`config.mk`:
```
export PLATFORM = sky130hd
export DESIGN_NAME = mul_resp_tracker
export DESIGN_NICKNAME = d
export VERILOG_FILES = /design/src/rtl/mul_trk_pkg.sv /design/src/rtl/mul_wb_fifo.sv /design/src/rtl/mul_resp_tracker.sv
export SDC_FILE = /design/constraint.sdc
export NUM_CORES = 1
export LEC_CHECK = 0
export BUFFER_PORTS_ARGS = -buffer_cell sky130_fd_sc_hd__buf_2
export CORE_MARGIN = 2
export CORE_UTILIZATION = 30
export DETAILED_ROUTE_END_ITERATION = 8
export PLACE_DENSITY = 0.51
export SLEW_MARGIN = 10
export SYNTH_ARGS = -nofsm -noshare
export SYNTH_HDL_FRONTEND = slang
export SYNTH_HIERARCHICAL = 1
export SYNTH_SLANG_ARGS = --single-unit
export TNS_END_PERCENT = 20
```
`constraint.sdc`:
```
create_clock -name clock -period 12.9 [get_ports clock]
set_input_delay 2.58 -clock clock [delete_from_list [all_inputs] [get_ports clock]]
set_output_delay 2.58 -clock clock [all_outputs]
set_load 0.02 [all_outputs]
```
`src/rtl/mul_trk_pkg.sv`:
```
// Shared defaults, multiplier function codes and the writeback entry layout
// for the multiplier response tracker.
package mul_trk_pkg;

  localparam int XLEN_DEF  = 64;
  localparam int TAG_W_DEF = 6;

  localparam logic [3:0] FN_MUL    = 4'd0;
  localparam logic [3:0] FN_MULH   = 4'd1;
  localparam logic [3:0] FN_MULHSU = 4'd2;
  localparam logic [3:0] FN_MULHU  = 4'd3;

  typedef struct packed {
    logic [TAG_W_DEF-1:0] tag;
    logic [XLEN_DEF-1:0]  data;
  } wb_entry_t;

endpackage

```
`src/rtl/mul_wb_fifo.sv`:
```
// Circular-buffer writeback FIFO with a synchronous clear and occupancy count.
// The head entry is visible combinationally; a push is never bypassed to the head.
module mul_wb_fifo #(
  parameter int WIDTH = 70,
  parameter int DEPTH = 5,
  localparam int PTR_W = (DEPTH > 1) ? $clog2(DEPTH) : 1,
  localparam int CNT_W = $clog2(DEPTH + 1)
) (
  input  logic             clock,
  input  logic             clear,
  input  logic             push,
  input  logic [WIDTH-1:0] push_data,
  input  logic             pop,
  output logic             valid,
  output logic [WIDTH-1:0] head_data,
  output logic [CNT_W-1:0] count
);

  logic [WIDTH-1:0] mem_q [DEPTH];
  logic [PTR_W-1:0] head_q, head_d, tail_q, tail_d;
  logic [CNT_W-1:0] count_q, count_d;
  logic             do_pop;

  function automatic logic [PTR_W-1:0] wrap_inc(input logic [PTR_W-1:0] p);
    return (p == PTR_W'(DEPTH - 1)) ? '0 : p + PTR_W'(1);
  endfunction

  assign do_pop = pop & (count_q != '0);

  always_comb begin
    head_d  = head_q;
    tail_d  = tail_q;
    count_d = count_q;
    if (clear) begin
      head_d  = '0;
      tail_d  = '0;
      count_d = '0;
    end else begin
      if (push)   tail_d = wrap_inc(tail_q);
      if (do_pop) head_d = wrap_inc(head_q);
      count_d = count_q + CNT_W'(push) - CNT_W'(do_pop);
    end
  end

  always_ff @(posedge clock) begin
    head_q  <= head_d;
    tail_q  <= tail_d;
    count_q <= count_d;
  end

  always_ff @(posedge clock) begin
    if (push && !clear) mem_q[tail_q] <= push_data;
  end

  assign valid     = (count_q != '0);
  assign head_data = mem_q[head_q];
  assign count     = count_q;

  a_no_overflow: assert property (@(posedge clock) disable iff (clear)
    !(push && count_q == CNT_W'(DEPTH)));

endmodule

```
`src/rtl/mul_resp_tracker.sv`:
```
// Issue-side tracker for a fixed-latency multiplier: tags ride a shift register
// beside each op, results land in a credit-protected writeback FIFO.
module mul_resp_tracker
  import mul_trk_pkg::*;
#(
  parameter int LATENCY    = 3,
  parameter int TAG_W      = TAG_W_DEF,
  parameter int XLEN       = XLEN_DEF,
  parameter int FIFO_DEPTH = 5
) (
  input  logic             clock,
  input  logic             reset,
  input  logic             iss_valid,
  output logic             iss_ready,
  input  logic [3:0]       iss_fn,
  input  logic             iss_dw,
  input  logic [XLEN-1:0]  iss_in1,
  input  logic [XLEN-1:0]  iss_in2,
  input  logic [TAG_W-1:0] iss_tag,
  output logic             mul_req_valid,
  output logic [3:0]       mul_req_fn,
  output logic             mul_req_dw,
  output logic [XLEN-1:0]  mul_req_in1,
  output logic [XLEN-1:0]  mul_req_in2,
  input  logic [XLEN-1:0]  mul_resp_data,
  input  logic             flush,
  output logic             wb_valid,
  input  logic             wb_ready,
  output logic [TAG_W-1:0] wb_tag,
  output logic [XLEN-1:0]  wb_data
);

  localparam int CNT_W = $clog2(FIFO_DEPTH + 1);

  logic                            clear, accept, push, pop, fifo_valid;
  logic [LATENCY-1:0]              vld_q, vld_d;
  logic [LATENCY-1:0][TAG_W-1:0]   tag_q, tag_d;
  logic [CNT_W-1:0]                outstanding_q, outstanding_d;
  logic [CNT_W-1:0]                fifo_count;
  logic [TAG_W+XLEN-1:0]           fifo_head;

  assign clear = flush | reset;

  // Credits cover both in-flight ops and buffered results, so ready never
  // needs to look at the same-cycle writeback handshake.
  assign iss_ready = !reset && !flush && (outstanding_q < CNT_W'(FIFO_DEPTH));
  assign accept    = iss_valid & iss_ready;

  assign mul_req_valid = accept;
  assign mul_req_fn    = iss_fn;
  assign mul_req_dw    = iss_dw;
  assign mul_req_in1   = iss_in1;
  assign mul_req_in2   = iss_in2;

  assign vld_d[0] = accept;
  assign tag_d[0] = iss_tag;

  genvar gi;
  generate
    for (gi = 1; gi < LATENCY; gi++) begin : g_stage
      assign vld_d[gi] = vld_q[gi-1];
      assign tag_d[gi] = tag_q[gi-1];
    end
  endgenerate

  always_ff @(posedge clock) begin
    if (clear) vld_q <= '0;
    else       vld_q <= vld_d;
    tag_q <= tag_d;
  end

  assign push = vld_q[LATENCY-1] & !flush;
  assign pop  = wb_valid & wb_ready;

  assign outstanding_d = outstanding_q + CNT_W'(accept) - CNT_W'(pop);

  always_ff @(posedge clock) begin
    if (clear) outstanding_q <= '0;
    else       outstanding_q <= outstanding_d;
  end

  mul_wb_fifo #(
    .WIDTH (TAG_W + XLEN),
    .DEPTH (FIFO_DEPTH)
  ) u_fifo (
    .clock     (clock),
    .clear     (clear),
    .push      (push),
    .push_data ({tag_q[LATENCY-1], mul_resp_data}),
    .pop       (pop),
    .valid     (fifo_valid),
    .head_data (fifo_head),
    .count     (fifo_count)
  );

  assign wb_valid          = fifo_valid & !reset;
  assign {wb_tag, wb_data} = fifo_head;

  a_credit_bound: assert property (@(posedge clock) disable iff (reset)
    outstanding_q <= CNT_W'(FIFO_DEPTH) && fifo_count <= outstanding_q);

  a_wb_stable: assert property (@(posedge clock) disable iff (reset)
    (wb_valid && !wb_ready && !flush) |=> ($stable(wb_tag) && $stable(wb_data)));

endmodule

```
==> results.yml <==
grt:
  grt_max_degree: 42
  grt_pass1_vias: 7013
  grt.overflow.total: 0
  track_usage: 0.1140
  antenna_found_initial: 4
  grt_pass1_wl_um: 45040
synthesis:
  synth_cell_type_count: 31
  ys_seq_area_frac: 0.7322
  ys_warn_count: 6
  netlist_area_sq_um: 15340
  ys_ff_latch: 386
  synth_fp_nets: 975
  synthCells: 755
  syn_area_per_cell_sq_um: 20.32
timing:
  rsz0062_at_grt: "false"
  clock.fmax_mhz: 168.1
  relSlewSlack: 0.4201
  tightest_slew_ns: 0.8698
  clock_skew_ns: 0.01299
  slew_viol_final: 0
  setup_violations: 0
  tns_ns: 0
  final.min_clock_period_ns: 5.949
  hold_viol_final: 0
  min_period_over_period: 0.4612
finish:
  final_util: 0.3427
  nNetsFinal: 1022
  final_area_sq_um: 17230
  drive_gt1_frac: 0.4402
  synthToLayoutAreaGrowth_pct: 12.33
  fillerInstances: 4755
  diodes: 0
critical_path:
  arrival_ns: 3.37
  cp_slowest_cell: "a2111oi_4"
  worstPathRequired_ns: 10.32
  critical_path.cell_chain: "buf_2 -> a2111oi_4 -> and2_1 -> buf_2"
  cpPeakStageDelay_ns: 0.29
  crit_buf_inv: 2
  cp_top_family: "buffers and inverters"
  crit_top_cell: "buf_2"
  end_kind: "output port"
  cp_max_fo: 4
  critPathLaunchType: "input pin"
  critical_path_class: "input pin to output port"
routing:
  drtPass1Iterations: 4
  antenna_left: 0
  route.detailed.drc: 0
  wl_per_cell_um: 19.90
  drt-initial-drc-count: 361
  finalWirelength_um: 30010
  viasPerCell: 4.411
  dr_total_vias: 6652
placement:
  place_hpwl_um: 16320
  gp_congestion: 0.6557
  portBuffers: 147
  placed_area_sq_um: 15840
power:
  peakVddDrop_uv: 70.87
  p_leak_nw: 5.563
  powerDensity_nw_per_um2: 150.2
floorplanning:
  rows: 82
  die_w_um: 230.1
  die_area_sq_um: 52950
  start_util: 0.3051
  core-area_sq_um: 50270
  die_y_um: 230.1
  pin_count: 414
clock_tree:
  cts_setup_buffers: 0
  clockBufferDepth: 3
  cts_sinks: 386
  postCtsHoldBufs: 0
  clk_latency_ns: 0.55
  ctsResizeCount: 0
  cts_root_buffer: "clkbuf_16"
  cts_tree: "built"
  cts_htree_levels: 2
  cts_inserted_buffers: 43
  clk_pin_slew_ns: 0.05
worst_hold_path:
  min_path_type: "flip-flop to flip-flop"
job:
  cap_violations: 0
outcome:
  outcome: "finished, final reports clean"
## synth_stat cells (all sizes together)
cell type	instances	area, sq um
a2111oi	1	27.53
a21o	1	7.510
a21oi	3	15.01
a32o	1	10.01
and2	7	43.79
buf	153	1204
clkbuf	5	18.77
dfxtp	36	720.7
edfxtp	350	10510
fa	2	40.04
ha	10	125.1
inv	13	48.80
mux2	70	788.3
mux2i	3	30.03
mux4	70	1577
nand2	2	7.510
nand2b	2	12.51
nand3b	1	7.510
nor2	8	30.03
nor2b	5	31.28
nor3	1	5.000
nor4	2	12.51
nor4b	1	8.760
o21ai	2	10.01
o31a	1	8.760
or3	2	12.51
xnor2	3	26.28
## area by class of cell
type / instances / area (sq um) / area share
Sequential cell: 386 / 11240 / 0.6525
Multi-Input combinational cell: 198 / 2870 / 0.1666
Clock buffer: 53 / 1166 / 0.06768
Tap cell: 672 / 840.8 / 0.04880
Timing Repair Buffer: 160 / 833.3 / 0.04837
Clock inverter: 26 / 227.7 / 0.01322
Inverter: 13 / 48.80 / 0.002832
## path summary, 6_finish.rpt
check                        startpoint                          to  slack (ns)  cells past startpoint
max reg2reg  u_fifo/count[1]$_SDFF_PP0_  u_fifo/count[2]$_SDFF_PP0_       10.13                     11
min reg2reg           tag_d[16]$_DFF_P_           tag_q[16]$_DFF_P_        0.32                      0
min                   tag_d[16]$_DFF_P_           tag_q[16]$_DFF_P_        0.32                      0
max                               reset               mul_req_valid        6.95                      4
## metrics by stage
stage	worst slack, ns	cells	power, mW	hold WS, ns
after floorplan	1.916	755	1.456	0.3096
after global placement	6.953	1429	1.417	0.3122
after detailed placement	6.934	1429	1.418	0.3121
after CTS	6.837	1508	2.634	0.3244
after global routing	6.721	1508	2.689	0.3268
final	6.951	1508	2.588	0.3231
## logic make-up after synthesis
kind of cell,after synthesis,synth area share
DFF,386,0.7322
buffers and inverters,171,0.08288
muxes,143,0.1561
and+or+nand+nor,31,0.01118
adders and majority gates,12,0.01077
AOI/OAI and AO/OA,9,0.005139
xor gates and xnor gates,3,0.001713
## power by group
part	internal, mW	switching, mW	total [mW]
clock	0.721	0.477	1.20
sequential	1.36	0.00162	1.37
combinational	0.00927	0.0156	0.0249
## routing by layer
| metal | vias up | global-route usage | share of wire |
|---|---|---|---|
| met5 | - | 0.003676 | 0.0016 |
| met4 | 8 | 0.03387 | 0.019 |
| met3 | 50 | 0.04340 | 0.074 |
| met2 | 246 | 0.1806 | 0.48 |
| met1 | 3436 | 0.1446 | 0.43 |
| li1 | 2912 | - | - |
## worst register-to-register path, delay by kind of cell (launching register included)
family	cells	cell delay, ns
adders and majority gates	3	0.90
xor gates and xnor gates	2	0.33
buffers and inverters	1	0.04
and+or+nand+nor	4	0.82
DFF	1	0.34
AOI/OAI and AO/OA	1	0.20
## registers in the layout, summed over array words and instances, names as in the netlist, named ones only
name           count
u_fifo/tail_q      3
outstanding_q      3
u_fifo/mem_q     350
vld_q              3
u_fifo/head_q      3
tag_q              6
u_fifo/count       3
tag_d             12
## placed cells by master, fill, tap and decap left out, drive strengths merged
cell and n:
clkinv 17, buf 160, a21o 1, mux2 70, o21ai 2, or3 2
dfxtp 36, mux2i 3, and2 7, a2111oi 1, fa 2, nor3 1
clkinvlp 4, bufinv 4, a21oi 3, nor4 2, inv 14, nand3b 1
nand2b 2, xnor2 3, nor4b 1, nor2 8, o31a 1, mux4 70
ha 10, nor2b 5, nand2 2, a32o 1, edfxtp 350, clkbuf 53
Note: power is estimated with default switching activity, not from simulation.
